--- src/rtl/pipeline_ctrl_if.sv ---
// pipeline_ctrl_if: hazard/status inputs and stage control strobes between the datapath and the pipeline controller
interface pipeline_ctrl_if;
    logic ihit, dhit, mem_dREN, mem_dWEN, ex_dREN;
    logic [4:0] ex_wsel, id_rs, id_rt;
    logic id_uses_rt, id_halt, redirect, wb_halt;
    logic en_ifid, en_idex, en_exmem, en_memwb;
    logic flush_ifid, flush_idex, flush_exmem;
    logic pc_en, iREN, halted;
    modport master (
        output ihit, dhit, mem_dREN, mem_dWEN, ex_dREN, ex_wsel, id_rs, id_rt,
               id_uses_rt, id_halt, redirect, wb_halt,
        input  en_ifid, en_idex, en_exmem, en_memwb, flush_ifid, flush_idex,
               flush_exmem, pc_en, iREN, halted
    );
    modport slave (
        input  ihit, dhit, mem_dREN, mem_dWEN, ex_dREN, ex_wsel, id_rs, id_rt,
               id_uses_rt, id_halt, redirect, wb_halt,
        output en_ifid, en_idex, en_exmem, en_memwb, flush_ifid, flush_idex,
               flush_exmem, pc_en, iREN, halted
    );
endinterface

--- src/rtl/pipeline_ctrl.sv ---
// pipeline_ctrl: per-stage enable/flush, PC/fetch enables and halt sequencing for the five-stage pipeline
module pipeline_ctrl #(
    parameter int CNT_W = 32
) (
    input  logic             CLK,
    input  logic             nRST,
    pipeline_ctrl_if.slave   cif,
    output logic [CNT_W-1:0] stall_count
);
    typedef enum logic [1:0] {RUN, MEM_WAIT, DRAIN, HALTED} state_t;
    state_t state, next_state;
    logic ret, next_ret;
    logic memstall, loaduse, stall, drain, go;

    assign memstall = (cif.mem_dREN | cif.mem_dWEN) & ~cif.dhit;
    assign loaduse = cif.ex_dREN & (cif.ex_wsel != 5'd0) &
                     ((cif.ex_wsel == cif.id_rs) | (cif.id_uses_rt & (cif.ex_wsel == cif.id_rt)));
    // Once waiting, only dhit ends the stall; ret says whether we were draining a halt
    assign stall = (state == MEM_WAIT) ? ~cif.dhit : memstall;
    assign drain = (state == DRAIN) | ((state == MEM_WAIT) & ret);
    assign go = nRST & (state != HALTED) & ~stall;

    always_ff @(posedge CLK) begin
        if (!nRST) begin
            state <= RUN;
            ret <= 1'b0;
        end else begin
            state <= next_state;
            ret <= next_ret;
        end
    end

    always_comb begin
        next_state = state;
        next_ret = drain;
        if (state != HALTED)
            // wb_halt is older than anything redirecting in MEM, so it wins the transition
            next_state = stall ? MEM_WAIT :
                         cif.wb_halt ? HALTED :
                         cif.redirect ? RUN :
                         (drain | (cif.id_halt & ~loaduse & cif.ihit)) ? DRAIN : RUN;
    end

    always_comb begin
        cif.en_idex = go;
        cif.en_exmem = go;
        cif.en_memwb = go;
        cif.en_ifid = go & (cif.redirect | ~loaduse);
        cif.flush_ifid = go & (cif.redirect | (~loaduse & (~cif.ihit | drain)));
        cif.flush_idex = go & (cif.redirect | loaduse);
        cif.flush_exmem = go & cif.redirect;
        cif.pc_en = go & (cif.redirect | (~loaduse & cif.ihit & ~drain));
        cif.iREN = nRST & (state != HALTED) & (~drain | (cif.redirect & ~stall));
        cif.halted = nRST & (state == HALTED);
    end

    always_ff @(posedge CLK) begin
        if (!nRST)
            stall_count <= '0;
        else if (!cif.pc_en && state != HALTED && !(&stall_count))
            stall_count <= stall_count + CNT_W'(1);
    end
endmodule

--- src/flat_wrapper.sv ---
// flat-port wrapper written by rule: the top's interface ports become plain ports
module pipeline_ctrl_flat 
#(
    parameter int CNT_W = 32
)
  (CLK, nRST, stall_count, cif_ihit, cif_dhit, cif_mem_dREN, cif_mem_dWEN, cif_ex_dREN, cif_ex_wsel, cif_id_rs, cif_id_rt, cif_id_uses_rt, cif_id_halt, cif_redirect, cif_wb_halt, cif_en_ifid, cif_en_idex, cif_en_exmem, cif_en_memwb, cif_flush_ifid, cif_flush_idex, cif_flush_exmem, cif_pc_en, cif_iREN, cif_halted);
  pipeline_ctrl_if cif_i ();
  input  logic CLK;
  input  logic nRST;
  output logic [CNT_W-1:0] stall_count;
  input wire logic [$bits(cif_i.ihit)-1:0] cif_ihit;
  input wire logic [$bits(cif_i.dhit)-1:0] cif_dhit;
  input wire logic [$bits(cif_i.mem_dREN)-1:0] cif_mem_dREN;
  input wire logic [$bits(cif_i.mem_dWEN)-1:0] cif_mem_dWEN;
  input wire logic [$bits(cif_i.ex_dREN)-1:0] cif_ex_dREN;
  input wire logic [$bits(cif_i.ex_wsel)-1:0] cif_ex_wsel;
  input wire logic [$bits(cif_i.id_rs)-1:0] cif_id_rs;
  input wire logic [$bits(cif_i.id_rt)-1:0] cif_id_rt;
  input wire logic [$bits(cif_i.id_uses_rt)-1:0] cif_id_uses_rt;
  input wire logic [$bits(cif_i.id_halt)-1:0] cif_id_halt;
  input wire logic [$bits(cif_i.redirect)-1:0] cif_redirect;
  input wire logic [$bits(cif_i.wb_halt)-1:0] cif_wb_halt;
  output wire logic [$bits(cif_i.en_ifid)-1:0] cif_en_ifid;
  output wire logic [$bits(cif_i.en_idex)-1:0] cif_en_idex;
  output wire logic [$bits(cif_i.en_exmem)-1:0] cif_en_exmem;
  output wire logic [$bits(cif_i.en_memwb)-1:0] cif_en_memwb;
  output wire logic [$bits(cif_i.flush_ifid)-1:0] cif_flush_ifid;
  output wire logic [$bits(cif_i.flush_idex)-1:0] cif_flush_idex;
  output wire logic [$bits(cif_i.flush_exmem)-1:0] cif_flush_exmem;
  output wire logic [$bits(cif_i.pc_en)-1:0] cif_pc_en;
  output wire logic [$bits(cif_i.iREN)-1:0] cif_iREN;
  output wire logic [$bits(cif_i.halted)-1:0] cif_halted;
  assign cif_i.ihit = cif_ihit;
  assign cif_i.dhit = cif_dhit;
  assign cif_i.mem_dREN = cif_mem_dREN;
  assign cif_i.mem_dWEN = cif_mem_dWEN;
  assign cif_i.ex_dREN = cif_ex_dREN;
  assign cif_i.ex_wsel = cif_ex_wsel;
  assign cif_i.id_rs = cif_id_rs;
  assign cif_i.id_rt = cif_id_rt;
  assign cif_i.id_uses_rt = cif_id_uses_rt;
  assign cif_i.id_halt = cif_id_halt;
  assign cif_i.redirect = cif_redirect;
  assign cif_i.wb_halt = cif_wb_halt;
  assign cif_en_ifid = cif_i.en_ifid;
  assign cif_en_idex = cif_i.en_idex;
  assign cif_en_exmem = cif_i.en_exmem;
  assign cif_en_memwb = cif_i.en_memwb;
  assign cif_flush_ifid = cif_i.flush_ifid;
  assign cif_flush_idex = cif_i.flush_idex;
  assign cif_flush_exmem = cif_i.flush_exmem;
  assign cif_pc_en = cif_i.pc_en;
  assign cif_iREN = cif_i.iREN;
  assign cif_halted = cif_i.halted;
  pipeline_ctrl #(.CNT_W(CNT_W)) u_core (.CLK(CLK), .nRST(nRST), .cif(cif_i), .stall_count(stall_count));
endmodule
--- config.mk ---
export PLATFORM = sky130hd
export DESIGN_NAME = pipeline_ctrl_flat
export DESIGN_NICKNAME = d
export VERILOG_FILES = /design/src/rtl/pipeline_ctrl_if.sv /design/src/rtl/pipeline_ctrl.sv /design/src/flat_wrapper.sv
export SDC_FILE = /design/constraint.sdc
export NUM_CORES = 1
export LEC_CHECK = 0
export ABC_AREA = 1
export CORE_ASPECT_RATIO = 1.75
export CORE_MARGIN = 4
export CORE_UTILIZATION = 49
export DETAILED_ROUTE_END_ITERATION = 8
export PLACE_DENSITY = 0.77
export SETUP_SLACK_MARGIN = 0.02
export SLEW_MARGIN = 20
export SYNTH_ARGS = -nofsm -noshare
export SYNTH_HDL_FRONTEND = slang
export SYNTH_SLANG_ARGS = --single-unit
--- constraint.sdc ---
create_clock -name CLK -period 2.1 [get_ports CLK]
set_input_delay 0.21 -clock CLK [delete_from_list [all_inputs] [get_ports CLK]]
set_output_delay 0.21 -clock CLK [all_outputs]
set_load 0.02 [all_outputs]
== Word level (Yosys, flattened, before mapping) ==
Index checks and enable logic that the tools add are counted.

* Register bits: 35
* Latch bits: 0
* RAM bits: 0
* Memory bits (read-only): 0
* Bits of input ports: 26
* Output and inout bits: 42
* Word-level logic and storage cells: 56
* Memories kept: 0

* $add $sub $neg: 1
* Multiply operators: 0
* Divide/modulo/power cells: 0
* Magnitude comparators: 0
* Equal/unequal tests: 6
* Shift operators: 0
* Multiplexer cells: 5
* Bitwise operators: 35
* Reductions and logical operators: 6

{| class="wikitable"
|+ Operators by type and width
! operator !! count
|-
| adder 32 x 1 -> 32 bit (second input constant) || 1
|-
| AND reduction 32 bit || 1
|-
| AND 1 bit || 20
|-
| == test 5 bit || 2
|-
| OR 1 bit || 10
|-
| 2-to-1 mux 2 bit || 4
|-
| NOT 1 bit || 5
|-
| nonzero test 5 bit || 1
|-
| == test 2 bit (second input constant) || 2
|-
| == test 2 x 1 -> 1 bit (second input constant) || 1
|-
| logical AND 1 bit || 2
|-
| zero test 1 bit || 2
|-
| inequality test 2 bit (second input constant) || 1
|-
| 2-to-1 mux 1 bit || 1
|}

== Depth between registers and ports, before layout ==
Gate-level depths: netlist of the first run.

* Depth in word-level cells: 12
* Mapped depth: 12
* Gate-level depth less buffers: 12

== Worst setup path after synthesis of the first run ==
No wires, ideal clock.

* Kind: register -> output
* Start point: reg u_core.state[1]
* End point: out cif_flush_ifid
* Data arrival time: 1.847 ns
* Required time: 1.890 ns
* Setup slack: 0.043 ns
* Cell stages (with the launch flop): 7
* Path buffers: 0
* Cells stage by stage: dfxtp_1 nand2_1 inv_1 nor3_2 inv_1 a31oi_1 o21a_1

* Elaborated cells between the ends (all ways): 13
* Classes of those cells: eq/ne: 3; mux: 1; bitwise: 9

{| class="wikitable"
|+ RTL lines
! what !! line !! RTL
|-
| start, declared || pipeline_ctrl.sv:11 || <nowiki>state_t state, next_state;</nowiki>
|-
| start signal, assigned || pipeline_ctrl.sv:28 || <nowiki>state <= next_state;</nowiki>
|-
| == test 2 x 1 -> 1 bit || pipeline_ctrl.sv:19 || <nowiki>assign stall = (state == MEM_WAIT) ? ~cif.dhit : memstall;</nowiki>
|-
| 2-to-1 mux 1 bit || pipeline_ctrl.sv:19 ||
|-
| NOT 1 bit || pipeline_ctrl.sv:21 || <nowiki>assign go = nRST & (state != HALTED) & ~stall;</nowiki>
|-
| AND 1 bit (*) || pipeline_ctrl.sv:21 ||
|-
| named net cif_en_exmem || flat_wrapper.sv:25 || <nowiki>output wire logic [$bits(cif_i.en_exmem)-1:0] cif_en_exmem;</nowiki>
|-
| AND 1 bit (*) || pipeline_ctrl.sv:49 || <nowiki>cif.flush_ifid = go & (cif.redirect | (~loaduse & (~cif.ihit | drain)));</nowiki>
|-
| end, declared || flat_wrapper.sv:27 || <nowiki>output wire logic [$bits(cif_i.flush_ifid)-1:0] cif_flush_ifid;</nowiki>
|}

Mark *: on every way through the listed nets, which the timed path passes. The rest lies on a longest branch.

== Worst setup path in the final report of the first run ==
* Start point: in cif_ex_wsel[3]
* End point: out cif_pc_en

* Cells in the longest elaborated chain, start to end: 9
* Elaborated cells between the ends (all ways): 12
* Classes of those cells: eq/ne: 2; bitwise: 9; reduce/logical: 1

{| class="wikitable"
|+ RTL lines
! what !! line !! RTL
|-
| start, declared || flat_wrapper.sv:16 || <nowiki>input wire logic [$bits(cif_i.ex_wsel)-1:0] cif_ex_wsel;</nowiki>
|-
| == test 5 bit || pipeline_ctrl.sv:17 || <nowiki>((cif.ex_wsel == cif.id_rs) | (cif.id_uses_rt & (cif.ex_wsel == cif.id_rt)));</nowiki>
|-
| AND 1 bit || pipeline_ctrl.sv:17 ||
|-
| OR 1 bit || pipeline_ctrl.sv:17 ||
|-
| AND 1 bit (*) || pipeline_ctrl.sv:16 || <nowiki>assign loaduse = cif.ex_dREN & (cif.ex_wsel != 5'd0) &</nowiki>
|-
| NOT 1 bit (*) || pipeline_ctrl.sv:52 || <nowiki>cif.pc_en = go & (cif.redirect | (~loaduse & cif.ihit & ~drain));</nowiki>
|-
| AND 1 bit (*) (2 in series) || pipeline_ctrl.sv:52 ||
|-
| OR 1 bit (*) || pipeline_ctrl.sv:52 ||
|-
| AND 1 bit (*) || pipeline_ctrl.sv:52 ||
|-
| end, declared || flat_wrapper.sv:30 || <nowiki>output wire logic [$bits(cif_i.pc_en)-1:0] cif_pc_en;</nowiki>
|}

Mark *: on every way between the ends. The rest lies on a longest branch, timed or not.

==> Flow_metrics.wiki, run 1 <==
{| class="wikitable"
! Metric !! Value
|-
| Aggregate routed wire length || 8160 um
|-
| Number of iterations in the first detailed-routing pass || 4
|-
| Area share of the largest cell type after synthesis || 0.270
|-
| Flop2flop setup slack || 0.16 ns
|-
| DRC viols || 0
|-
| Number of antenna diodes || 0
|-
| Reported leakage power || 1.45 nW
|-
| Period utilisation layout || 0.949
|-
| Count of cell types in the netlist || 26
|-
| Largest net degree at the start of global routing || 39
|-
| Deepest level of the CTS H-tree || 2
|-
| Total via count in the routed design || 3,100
|-
| Overall Global Routing Usage || 0.244
|-
| Number of standard-cell rows in the floorplan || 34
|-
| Post-synthesis to final-layout area growth || 34.1%
|-
| Register bit count reported by yosys || 35
|-
| Number of clock sinks || 35
|-
| Class of the tightest hold or removal check || reg2reg
|-
| Worst vdd rail ir drop || 0.295 mV
|-
| Mean number of vias per cell || 5.50
|-
| Number of warnings printed during yosys synthesis || 0
|-
| Register clock-pin slew on the reported worst setup and hold paths || 0.07 ns
|-
| Count of final hold-check violations || 0
|-
| I/O pin count || 68
|-
| Final Max Tran Viols || 0
|-
| CTS buffer count || 5
|-
| Endpoint arrival time on the critical path || 1.78 ns
|-
| Seq/Total Area, Yosys || 0.270
|-
| Initial DRC Count || 222
|-
| Most common flop cell mapped by yosys || sky130_fd_sc_hd__dfxtp_1
|-
| Largest fanout of any net on the critical path || 3
|-
| Final setup violation count || 0
|-
| Clock insertion delay at the later pin of the skew report || 0.29 ns
|-
| Count of buffers inserted at the top-level ports || 67
|-
| Largest cells by area after synthesis || sky130_fd_sc_hd__dfxtp_1, sky130_fd_sc_hd__nand2_1, sky130_fd_sc_hd__nand4_1
|-
| Average cell area after synthesis || 6.00 sq um
|-
| CTS Buffer Depth || 2
|-
| Setup TNS Final || 0 ns
|-
| Worst clock skew on the final layout || 0.00429 ns
|-
| Post-synthesis instance area || 2590 sq um
|-
| Die area || 6560 sq um
|-
| Number of flops mapped to enable cells by yosys || 0
|-
| Number of global-route vias before repair || 3,054
|-
| Category of the worst setup path launch point || input port
|-
| Data required, critical path || 1.89 ns
|-
| WS Path Type || in2out
|-
| Post-synthesis cell count || 432
|-
| Detail Route Antenna Nets || 0
|-
| Final Util || 0.687
|-
| Capturing element type of the critical path || primary output
|-
| RePlAce Congestion || 1.03
|-
| Fraction of layout cells with a size suffix above 1 || 0.0824
|-
| Unrepaired setup endpoints after global routing || true
|-
| Share of async-settable or async-resettable flops after synthesis || 0
|-
| Smallest hold slack || 0.500 ns
|-
| Normalized max-slew margin || 0.728
|-
| Maximum Capacitance Violations || 0
|-
| Final Critical Period || 1.99 ns
|-
| PD cells || 418 nW/um^2
|-
| Width of the die || 63.0 um
|-
| Total gr overflow || 0
|-
| CTS Hold Bufs || 0
|-
| Library cell used as clock root buffer || sky130_fd_sc_hd__clkbuf_8
|-
| Effective utilization at floorplan || 0.512
|-
| Number of nets produced by synthesis || 459
|-
| Net count, final || 536
|-
| Height of the chip || 104 um
|-
| Slew at the pin with the worst max-slew slack || 0.408 ns
|-
| Routed length per instance || 14.5 um
|-
| Half-perimeter wire length of the detailed placement result || 6330 um
|-
| Area of the core || 5060 sq um
|-
| Most area-hungry cell type in the Yosys netlist || sky130_fd_sc_hd__dfxtp_1
|-
| Top achievable clock speed || 502 MHz
|-
| Status || complete, no violations
|-
| CTS tree || done
|-
| Antenna violations before repair || 0
|-
| Global-route wire length before repair || 13,100 um
|}
layer usage:
layer / track usage / part of all wire / up-vias
met5: 0 / 0 / -
met2: 0.495 / 0.55 / 111
met3: 0.0432 / 0.055 / 22
li1: - / - / 1564
met1: 0.220 / 0.36 / 1403
met4: 0.118 / 0.037 / 0
synth_stat cells, types with 2 or more instances:
cell type,instances
sky130_fd_sc_hd__nand2_1,143
sky130_fd_sc_hd__inv_1,45
sky130_fd_sc_hd__nor2_1,43
sky130_fd_sc_hd__nand4_1,38
sky130_fd_sc_hd__dfxtp_1,35
sky130_fd_sc_hd__a21oi_1,32
sky130_fd_sc_hd__nand3_1,20
sky130_fd_sc_hd__xor2_1,13
sky130_fd_sc_hd__nor3_1,11
sky130_fd_sc_hd__clkbuf_1,7
sky130_fd_sc_hd__nand3b_1,6
sky130_fd_sc_hd__buf_2,5
sky130_fd_sc_hd__a31oi_1,4
sky130_fd_sc_hd__nand3_2,4
sky130_fd_sc_hd__o21ai_0,4
sky130_fd_sc_hd__xnor2_1,4
sky130_fd_sc_hd__buf_6,3
sky130_fd_sc_hd__inv_2,3
sky130_fd_sc_hd__nor2_2,3
sky130_fd_sc_hd__buf_4,2
sky130_fd_sc_hd__nor3b_1,2
kinds of logic (layout without fill, tap and decap cells):
| group | Yosys count | in the layout | share of synthesized area |
|---|---|---|---|
| AOI/OAI and AO/OA | 41 | 41 | 0.0821 |
| xor gates and xnor gates | 17 | 17 | 0.0575 |
| adders and majority gates | 1 | 1 | 0.00483 |
| buffers and inverters | 66 | 144 | 0.110 |
| DFF | 35 | 35 | 0.270 |
| and+or+nand+nor | 272 | 272 | 0.476 |
stage by stage:
stage               cells  setup WS [ns]  cell area, sq um  power, mW
floorplan             432         0.0433              2590      0.857
global route          564         0.0203              3480       1.50
finish                564          0.108              3480       1.45
detailed placement    556         -0.210              3380      0.995
global placement      556         -0.170              3380      0.989
CTS                   564         0.0731              3460       1.45
final cells by class:
class / count / area, sq um
tap: 54 / 67.6
sequential: 35 / 701
clock inverter: 1 / 5.00
timing repair buffer: 88 / 835
multi-input combinational: 331 / 1610
inverter: 48 / 180
fill: 467 / 1590
clock buffer: 7 / 76.3
sequential cells by signal, summed over array words and instances (netlist names):
register            count
u_core.ret              1
u_core.state            2
u_core.stall_count     32
worst paths after layout:
check | cells after the start | from | endpoint
min reg2reg | 2 | u_core.stall_count[16]$_SDFFE_PN0P_ | u_core.stall_count[16]$_SDFFE_PN0P_
max | 11 | cif_ex_wsel[3] | cif_pc_en
min | 2 | u_core.stall_count[16]$_SDFFE_PN0P_ | u_core.stall_count[16]$_SDFFE_PN0P_
max reg2reg | 13 | u_core.stall_count[0]$_SDFFE_PN0P_ | u_core.stall_count[8]$_SDFFE_PN0P_
report_power, final:
part / internal (mW) / switching [mW] / total [mW]
logic: 0.130 / 0.162 / 0.292
registers: 0.674 / 0.00827 / 0.682
clock network: 0.233 / 0.245 / 0.478
cell usage in the layout, fill, tap and decap left out, drive strengths merged:
master / Yosys / final
clkdlybuf4s50: 0 / 58
dfxtp: 35 / 35
clkinv: 0 / 1
dlygate4sd2: 0 / 3
clkdlybuf4s15: 0 / 2
inv: 48 / 48
buf: 11 / 21
nand4: 39 / 39
dlymetal6s2s: 0 / 3
nand3: 24 / 24
nor3: 12 / 12
a31oi: 4 / 4
o21a: 1 / 1
o21ai: 4 / 4
ha: 1 / 1
nand2: 143 / 143
a21oi: 32 / 32
nor3b: 2 / 2
nand3b: 6 / 6
xnor2: 4 / 4
nor2: 46 / 46
xor2: 13 / 13
clkbuf: 7 / 8
what timing repair did:
item,CTS,global route
endpoints found under the setup margin,6,8
setup buffers,0,0
resized for setup,6,11
worst max-delay path, cell delays in order:
cell	delay, ns
sky130_fd_sc_hd__clkdlybuf4s50_1	0.50
sky130_fd_sc_hd__inv_1	0.08
sky130_fd_sc_hd__nand2_1	0.06
sky130_fd_sc_hd__nand2_1	0.05
sky130_fd_sc_hd__nor2_1	0.11
sky130_fd_sc_hd__nand3_1	0.09
sky130_fd_sc_hd__nand2_1	0.12
sky130_fd_sc_hd__nand3_1	0.10
sky130_fd_sc_hd__nand3_2	0.11
sky130_fd_sc_hd__inv_1	0.05
sky130_fd_sc_hd__clkdlybuf4s15_1	0.29
(Power assumes the default switching activity.)
==> inputs of run 2 (changes only) <==
--- a/config.mk
+++ b/config.mk
@@ -9,6 +9,7 @@
 export CORE_ASPECT_RATIO = 1.75
 export CORE_MARGIN = 4
 export CORE_UTILIZATION = 49
+export CTS_CLUSTER_DIAMETER = 40
 export DETAILED_ROUTE_END_ITERATION = 8
 export PLACE_DENSITY = 0.77
 export SETUP_SLACK_MARGIN = 0.02
==> results of run 2 <==
Same layout as run 1: the final DEF is identical, and so are final timing and power.
